--- config.mk ---
export PLATFORM = sky130hd
export DESIGN_NAME = bin_to_bcd8
export DESIGN_NICKNAME = d
export VERILOG_FILES = /design/src/rtl/bin_to_bcd8.sv
export SDC_FILE = /design/constraint.sdc
export NUM_CORES = 1
export LEC_CHECK = 0
export CAP_MARGIN = 20
export CORE_UTILIZATION = 55
export CTS_BUF_LIST = sky130_fd_sc_hd__clkbuf_16
export DETAILED_ROUTE_END_ITERATION = 10
export PLACE_DENSITY = 0.9
export SLEW_MARGIN = 20
export SYNTH_ARGS = -nofsm -noshare
export SYNTH_HDL_FRONTEND = slang
export SYNTH_SLANG_ARGS = --single-unit
--- constraint.sdc ---
create_clock -name clk -period 3.1 [get_ports clk]
set_input_delay 0.31 -clock clk [delete_from_list [all_inputs] [get_ports clk]]
set_output_delay 0.31 -clock clk [all_outputs]
set_load 0.1 [all_outputs]
--- src/rtl/bin_to_bcd8.sv ---
// bin_to_bcd8: sequential shift-and-add-3 converter, 32-bit binary to eight packed BCD digits
module bin_to_bcd8 #(
  parameter bit SATURATE = 1'b1
) (
  input  logic        clk,
  input  logic        resetn,
  input  logic        start,
  input  logic [31:0] bin_in,
  output logic        busy,
  output logic        done,
  output logic [31:0] bcd_out,
  output logic        overflow
);
  typedef enum logic {S_IDLE, S_CONV} state_t;
  state_t      r_state;
  logic [31:0] r_bin_sr;
  logic [39:0] r_acc;
  logic [5:0]  r_iter;
  logic [39:0] w_adj;
  logic [71:0] w_shift;
  logic        w_ovf;
  for (genvar d = 0; d < 10; d++) begin : g_dig
    assign w_adj[4*d +: 4] = (r_acc[4*d +: 4] >= 4'd5) ? r_acc[4*d +: 4] + 4'd3 : r_acc[4*d +: 4];
  end
  assign w_shift = {w_adj, r_bin_sr} << 1;
  assign w_ovf   = |w_shift[71:64];
  always_ff @(posedge clk) begin
    if (!resetn) begin
      r_state  <= S_IDLE;
      r_bin_sr <= '0;
      r_acc    <= '0;
      r_iter   <= '0;
      busy     <= 1'b0;
      done     <= 1'b0;
      bcd_out  <= '0;
      overflow <= 1'b0;
    end else begin
      done <= 1'b0;
      if (r_state == S_IDLE) begin
        if (start) begin
          r_state  <= S_CONV;
          r_bin_sr <= bin_in;
          r_acc    <= '0;
          r_iter   <= '0;
          busy     <= 1'b1;
        end
      end else begin
        r_acc    <= w_shift[71:32];
        r_bin_sr <= w_shift[31:0];
        r_iter   <= r_iter + 6'd1;
        if (r_iter == 6'd31) begin
          r_state  <= S_IDLE;
          busy     <= 1'b0;
          done     <= 1'b1;
          overflow <= w_ovf;
          bcd_out  <= (w_ovf && SATURATE) ? 32'h9999_9999 : w_shift[63:32];
        end
      end
    end
  end
endmodule

==> flow_summary.json, run 1 <==
{
  "status": "finished clean",
  "p_seq_frac": 0.407,
  "vias_per_cell": 5.96,
  "setup_violations": 0,
  "ctsResizeCount": 0,
  "holdBufCountCts": 0,
  "synth-async-reset-ratio": 0,
  "grt_max_degree": 106,
  "clock_latency_ps": 410,
  "peakVddDrop_mv": 0.331,
  "min_path_type": "register to register",
  "root_buffer": "clkbuf_16",
  "p_int_mw": 2.80,
  "maxCapViolations": 0,
  "antenna_found_initial": 0,
  "syn_to_final_growth_pct": 23.1,
  "layout_common_cells": "113 x dfxtp_1, 95 x nor2_1, 73 x a21oi_1",
  "hold-path-cell-count": 2,
  "hold_ws_ps": 483,
  "worst_clock_skew_ps": 6.57,
  "p_total_mw": 3.71,
  "cp-end-kind": "register",
  "gp_congestion": 0.770,
  "drv_slew": 0,
  "grt_use_total": 0.273,
  "postCtsSetupRepairBufs": 0,
  "initial_core_util": 0.571,
  "port_buffers": 69,
  "vias": 5089,
  "final_cell_area_um2": 6940,
  "ys_types": 43,
  "post-route-period-util": 0.860,
  "p_sw_uw": 915,
  "cts.sink_count": 114,
  "wl_um": 13800,
  "power_density_nw_per_um2": 535,
  "drive_gt1_frac": 0.0957,
  "clkPwrFrac": 0.531,
  "wl_per_cell_um": 16.1,
  "nNetsFinal": 764,
  "remaining_drc_errors": 0,
  "cp-start-kind": "register",
  "p_leak_nw": 2.63,
  "synth_edf_count": 0,
  "core_um2": 9860,
  "hold_viol": 0,
  "diodes": 0,
  "dpl.hpwl_um": 8680,
  "grt_pass1_vias": 4829,
  "ant_nets": 0,
  "numCtsBuffers": 17,
  "drtIter0Drc": 235,
  "tightest_slew_ps": 1010,
  "crit_arrival_ps": 2940,
  "critical_path_required_ps": 3370,
  "cts_buffer_depth": 2,
  "sw_frac_of_total": 0.246,
  "setup_tns_ps": 0,
  "cts_tree": "built",
  "rows": 36,
  "fmax_mhz": 375,
  "combPwrFrac": 0.062,
  "relSlewSlack": 0.326,
  "final_common_cell": "dfxtp_1",
  "setup.worst_path.class": "register to register",
  "cts_max_level": 4,
  "die-area_um2": 10700,
  "synth.net_count": 716,
  "grt_pass1_wl_um": 22400,
  "die_w_um": 103,
  "synthFlopType": "dfxtp_1",
  "fillers": 709,
  "first_pass_iters": 6,
  "synth_cells": 660,
  "place_area_um2": 6340,
  "ys_seq_area_frac": 0.405,
  "dieHeight_um": 103,
  "fin_crit_ps": 2670,
  "gr-total-overflow": 0,
  "synth.avg_cell_area_um2": 8.54,
  "path_max_fanout": 17,
  "rsz0062_at_grt": "no",
  "io_pins": 70,
  "ys_ff_latch": 114,
  "r2r_cells": 7,
  "syn_area_um2": 5640,
  "yosys_warnings": 0,
  "path_clk_slew_ps": 60
}
kinds of logic after synthesis:
logic type	synth area share
buf+inv	0.0557
xor+xnor	0.0155
compound gates	0.201
flops	0.405
mux	0.0746
fa+ha+maj	0.0466
simple gates	0.201
through the flow:
stage          worst slack, ps  instances   util
4_1_cts                    512        854  0.703
2_1_floorplan             1010        660      -
3_5_place_dp               572        822  0.643
5_1_grt                    315        854  0.703
3_3_place_gp               708        822  0.643
6_report                   433        854  0.703
registers in the layout, indices dropped and copies added (netlist names):
name and cells:
bcd_out 32, busy 1, done 1, overflow 1, r_acc 40, r_bin_sr 32, r_iter 6, r_state 1
power groups by stage:
stage	registers, mW	clock network, mW	logic [mW]
floorplan	1.55	0	0.146
global placement	1.54	0	0.218
detailed placement	1.54	0	0.227
CTS	1.51	1.98	0.230
global route	1.52	2.07	0.253
finish	1.51	1.97	0.230
Yosys cell counts (2+ instances only):
library cell | n | area, um2
o211ai_1 | 4 | 30.0
a21o_1 | 2 | 15.0
a2111oi_0 | 2 | 17.5
buf_2 | 2 | 10.0
o21a_1 | 14 | 105
dfxtp_1 | 114 | 2280
buf_6 | 4 | 45.0
mux2i_1 | 33 | 330
o41ai_1 | 6 | 52.6
nor3b_1 | 17 | 128
nand3b_1 | 16 | 120
a21oi_1 | 73 | 365
nor2_1 | 95 | 357
or3_1 | 9 | 56.3
clkbuf_1 | 38 | 143
a311oi_1 | 3 | 26.3
o21ai_0 | 46 | 230
nand2b_1 | 12 | 75.1
inv_1 | 21 | 78.8
o41ai_2 | 10 | 163
buf_1 | 4 | 15.0
nand2_1 | 15 | 56.3
nand3_1 | 20 | 100
ha_1 | 21 | 263
xnor2_1 | 10 | 87.6
nor3_1 | 17 | 85.1
a31oi_1 | 14 | 87.6
mux2_2 | 8 | 90.1
and2_1 | 16 | 100
area by class of cell:
cell class / count / area (um2) / area share
tap: 133 / 166 / 0.0240
inverter: 23 / 86.3 / 0.0124
sequential: 114 / 2280 / 0.329
timing repair buffer: 78 / 753 / 0.109
clock inverter: 15 / 173 / 0.0249
clock buffer: 17 / 425 / 0.0613
multi-input combinational: 474 / 3050 / 0.440
worst max-delay path: stages (launching register included):
cell and delay [ps]:
dfxtp_1 340, inv_1 140, ha_1 300, nand2b_1 140, a2111oi_0 680, o22ai_2 220
nor3_4 540, a31oi_1 170
worst paths after layout:
check / slack [ps] / endpoint / startpoint
setup / recovery: 430 / bcd_out[23] / r_acc[32]
hold / removal: 480 / r_bin_sr[22] / r_bin_sr[21]
setup reg to reg: 430 / bcd_out[23] / r_acc[32]
hold reg to reg: 480 / r_bin_sr[22] / r_bin_sr[21]
metal layers:
| metal | vias up | GRT usage | part of all wire |
|---|---|---|---|
| met5 | - | 0 | 0 |
| met4 | 0 | 0.120 | 0.024 |
| met3 | 39 | 0.0746 | 0.066 |
| met2 | 229 | 0.472 | 0.50 |
| met1 | 2400 | 0.318 | 0.41 |
| li1 | 2421 | - | - |
Power figures use the tool's default switching activity.
==> run 2, diff against run 1 <==
==> constraint.sdc (replaced) <==
create_clock -name clk -period 3.37 [get_ports clk]
set_input_delay 0.337 -clock clk [delete_from_list [all_inputs] [get_ports clk]]
set_output_delay 0.337 -clock clk [all_outputs]
set_load 0.1 [all_outputs]
==> run 2 against run 1 <==
Net effect:
- core utilization up 0.27 points
- die area unchanged
- maximum frequency down 7.6%
- sequential cell count unchanged
- total power down 5.1%
- critical path type unchanged
- clock skew about the same
- largest cell class unchanged
- cell count down 0.35%
- global-route usage down 0.073 points
- count of clock-buffer cells in the layout unchanged
- register-to-register slack better by 50 ps
- wire length up 0.43%
==> flow_summary.json, run 2 (same netlist as run 1, synthesis figures left out) <==
{
  "status": "finished clean",
  "dr_wl_met2_um": 7040,
  "worst_clock_skew_ps": 6.63,
  "vias": 5143,
  "cts.sink_count": 114,
  "vias_per_cell": 6.04,
  "p_leak_nw": 2.63,
  "rsz0062_at_grt": "no",
  "grt_pass1_vias": 4976,
  "wl_met1_um": 5360,
  "cp-start-kind": "register",
  "die_w_um": 103,
  "final_common_cell": "dfxtp_1",
  "setup_tns_ps": 0,
  "syn_to_final_growth_pct": 23.6,
  "remaining_drc_errors": 0,
  "maxCapViolations": 0,
  "largest_reg_flops": 40,
  "numCtsBuffers": 17,
  "path_clk_slew_ps": 60,
  "drive_gt1_frac": 0.0919,
  "dieHeight_um": 103,
  "post-route-period-util": 0.856,
  "path_max_fanout": 17,
  "io_pins": 70,
  "gp_congestion": 0.836,
  "hold_viol": 0,
  "holdBufCountCts": 0,
  "die-area_um2": 10700,
  "layout_common_cells": "113 x dfxtp_1, 95 x nor2_1, 73 x a21oi_1",
  "setup.worst_path.class": "register to register",
  "relSlewSlack": 0.298,
  "clock_latency_ps": 420,
  "grt_pass1_wl_um": 22500,
  "power_density_nw_per_um2": 506,
  "dpl.cell_count": 819,
  "gr-total-overflow": 0,
  "ctsResizeCount": 0,
  "critical_path_required_ps": 3640,
  "setup_violations": 0,
  "core_um2": 9860,
  "cts_tree": "built",
  "crit_arrival_ps": 3160,
  "drtIter0Drc": 341,
  "largest-register": "r_acc",
  "initial_core_util": 0.571,
  "root_buffer": "clkbuf_16",
  "tightest_slew_ps": 1050,
  "dpl.hpwl_um": 8510,
  "wl_met3_um": 984,
  "fin_crit_ps": 2890,
  "rows": 36,
  "nNetsFinal": 761,
  "ant_nets": 0,
  "cts_max_level": 4,
  "antenna_found_initial": 0,
  "fmax_mhz": 347,
  "drv_slew": 0,
  "grt_max_degree": 93,
  "diodes": 0,
  "grt_use_total": 0.273,
  "largestRegisters": "r_acc (40), bcd_out (32), r_bin_sr (32)",
  "min_path_type": "register to register",
  "cp-end-kind": "register",
  "wl_per_cell_um": 16.3,
  "first_pass_iters": 5,
  "postCtsSetupRepairBufs": 0,
  "cts_buffer_depth": 2,
  "wl_um": 13800,
  "peakVddDrop_mv": 0.310,
  "port_buffers": 69,
  "fin_cells": 851,
  "top_layer": "met4"
}
[run 2: changes by cell type in the layout (fill, tap and decap cells not counted), sizes merged]
cell	change
bufinv	+2
inv	-7
buf	-3
clkinvlp	+1
clkinv	+4
[run 2: power by group]
group          internal, mW  total, mW  switching, mW  leakage, nW
clock                  1.24       1.92          0.680        0.302
sequential             1.38       1.40         0.0192        0.924
combinational        0.0877      0.208          0.120         1.41
[run 2: area by class of cell]
class                   instances  area (um2)
fillers                       667        2900
well taps                     133         166
multi-input cells             474        3050
repair buffers                 75         743
clock inverters                15         209
inverters                      23        86.3
flip-flops and latches        114        2280
clock buffers                  17         425
[run 2: critical path, cell delays in order, from the launching register on]
cell and delay, ps:
dfxtp_1 340, inv_1 120, ha_1 270, nand2b_1 110, a2111oi_0 590, o22ai_2 490
nor3_4 640, a31oi_1 180
[run 2: routing by layer]
metal,global-route usage,vias to the layer above
met2,0.478,245
met5,0,-
li1,-,2420
met4,0.153,0
met1,0.297,2430
met3,0.0780,48
[run 2: path summary, 6_finish.rpt]
check	startpoint	endpoint	slack [ps]	depth (start not counted)
setup / recovery	r_acc[36]	bcd_out[3]	480	7
hold / removal	busy	busy	480	2
setup reg to reg	r_acc[36]	bcd_out[3]	480	7
hold reg to reg	busy	busy	480	2
[run 2: per-stage QoR]
step | instance area [um2] | hold slack (ps) | util | power (mW) | setup slack, ps
floorplan | 5640 | 450 | - | 1.56 | 1280
global placement | 6330 | 454 | 0.642 | 1.62 | 716
detailed placement | 6330 | 469 | 0.642 | 1.63 | 516
CTS | 6960 | 485 | 0.706 | 3.53 | 506
global route | 6960 | 510 | 0.706 | 3.62 | 191
finish | 6960 | 480 | 0.706 | 3.53 | 484
==> run 3, diff against run 2 <==
--- a/config.mk
+++ b/config.mk
@@ -5,10 +5,11 @@
 export SDC_FILE = /design/constraint.sdc
 export NUM_CORES = 1
 export LEC_CHECK = 0
-export CAP_MARGIN = 20
+export CAP_MARGIN = 30
 export CORE_UTILIZATION = 55
 export CTS_BUF_LIST = sky130_fd_sc_hd__clkbuf_16
 export DETAILED_ROUTE_END_ITERATION = 10
+export GPL_ROUTABILITY_DRIVEN = 0
 export PLACE_DENSITY = 0.9
 export SLEW_MARGIN = 20
 export SYNTH_ARGS = -nofsm -noshare
==> run 3 against run 2 <==
Net effect:
- wire length down 0.40%
- global-route usage is the same
- die area unchanged
- count of clock-buffer cells in the layout unchanged
- hold slack about the same
- setup slack better by 130 ps
- critical path depth is 1 higher
- design area up 0.16%
- register-to-register slack improved by 130 ps
- total power about the same
- non-clock buffer count grew 1
- largest cell class unchanged
- largest power group unchanged
==> flow_summary.json, run 3 (same netlist as run 1, synthesis figures left out) <==
{
  "status": "finished clean",
  "setup_violations": 0,
  "rows": 36,
  "remaining_drc_errors": 0,
  "fillers": 665,
  "antenna_found_initial": 0,
  "peakVddDrop_mv": 0.310,
  "hold_viol": 0,
  "clock_latency_ps": 420,
  "dieHeight_um": 103,
  "critical_path_required_ps": 3640,
  "nNetsFinal": 762,
  "setup.worst_path.class": "register to register",
  "path_max_fanout": 17,
  "crit_arrival_ps": 3030,
  "root_buffer": "clkbuf_16",
  "rsz0062_at_grt": "no",
  "maxCapViolations": 0,
  "worst_clock_skew_ps": 5.90,
  "vias": 5121,
  "hold_ws_ps": 480,
  "drive_gt1_frac": 0.0932,
  "ctsResizeCount": 0,
  "largestRegisters": "r_acc (40), bcd_out (32), r_bin_sr (32)",
  "syn_to_final_growth_pct": 23.8,
  "cts_tree": "built",
  "layout_common_cells": "113 x dfxtp_1, 95 x nor2_1, 73 x a21oi_1",
  "path_clk_slew_ps": 60,
  "min_path_type": "register to register",
  "grt-busiest-layer": "met2",
  "die-area_um2": 10700,
  "crit_path_max_incr_delay_ps": 580,
  "port_buffers": 69,
  "slowest_stage": "a2111oi_0",
  "diodes": 0,
  "final_cell_area_um2": 6980,
  "grt_use_met3": 0.0780,
  "holdBufCountCts": 0,
  "utilization": 0.707,
  "grt_max_degree": 93,
  "met1_usage": 0.297,
  "cts_buffer_depth": 2,
  "grt_pass1_wl_um": 22500,
  "fmax_mhz": 363,
  "die_w_um": 103,
  "largest-register": "r_acc",
  "fin_crit_ps": 2760,
  "dpl.hpwl_um": 8510,
  "io_pins": 70,
  "wl_per_cell_um": 16.2,
  "drtIter0Drc": 364,
  "grt_use_total": 0.273,
  "core_um2": 9860,
  "tightest_slew_ps": 993,
  "postCtsSetupRepairBufs": 0,
  "vias_per_cell": 6.01,
  "cp-end-kind": "register",
  "initial_core_util": 0.571,
  "numCtsBuffers": 17,
  "post-route-period-util": 0.818,
  "first_pass_iters": 5,
  "gr-total-overflow": 0,
  "drv_slew": 0,
  "relSlewSlack": 0.336,
  "power_density_nw_per_um2": 505,
  "cts_max_level": 4,
  "cts.sink_count": 114,
  "setup_tns_ps": 0,
  "final_common_cell": "dfxtp_1",
  "largest_reg_flops": 40,
  "place_area_um2": 6330,
  "wl_um": 13800,
  "gr-usage-met2": 0.478,
  "ant_nets": 0,
  "p_leak_nw": 2.64,
  "grt_pass1_vias": 4976,
  "cp-start-kind": "register",
  "cp_cell_sequence": "inv_1, ha_1, nand2b_1, a2111oi_0, o22ai_2, buf_6, nor3_4, a31oi_1"
}
run 3: changes by cell type in the layout (fill, tap and decap cells not counted), sizes merged:
cell  previous run  this run
buf              7         8
run 3: worst max-delay path, delay by kind of cell (launching register included):
family,cells,cell delay (ps)
flops,1,340
fa+ha+maj,1,270
compound gates,3,1020
simple gates,2,600
buf+inv,2,370
run 3: routing by layer:
layer | up-vias | part of all wire
met5 | - | 0
met4 | 0 | 0.038
met3 | 62 | 0.066
met2 | 214 | 0.50
met1 | 2429 | 0.39
li1 | 2416 | -
run 3: final timing paths:
| check | from | cells after the start | slack (ps) | to |
|---|---|---|---|---|
| hold / removal | busy | 2 | 480 | busy |
| setup reg to reg | r_acc[36] | 8 | 610 | bcd_out[3] |
| setup / recovery | r_acc[36] | 8 | 610 | bcd_out[3] |
| hold reg to reg | busy | 2 | 480 | busy |
run 3: where the power goes:
part / internal, mW / switching, mW
registers: 1.38 / 0.0192
clock network: 1.24 / 0.677
logic: 0.0877 / 0.120
total: 2.71 / 0.816
run 3: per-stage QoR:
step           cells  worst slack [ps]  power, mW
2_1_floorplan    660              1280       1.56
3_3_place_gp     819               716       1.62
3_5_place_dp     819               516       1.63
4_1_cts          851               506       3.53
5_1_grt          852               328       3.62
6_report         852               614       3.52
run 3: area by class of cell:
cell class / instances / area [um2] / area share
Inverter: 23 / 86.3 / 0.0124
Multi-Input combinational cell: 474 / 3050 / 0.437
Clock inverter: 15 / 209 / 0.0300
Sequential cell: 114 / 2280 / 0.327
Timing Repair Buffer: 76 / 754 / 0.108
Tap cell: 133 / 166 / 0.0239
Clock buffer: 17 / 425 / 0.0610
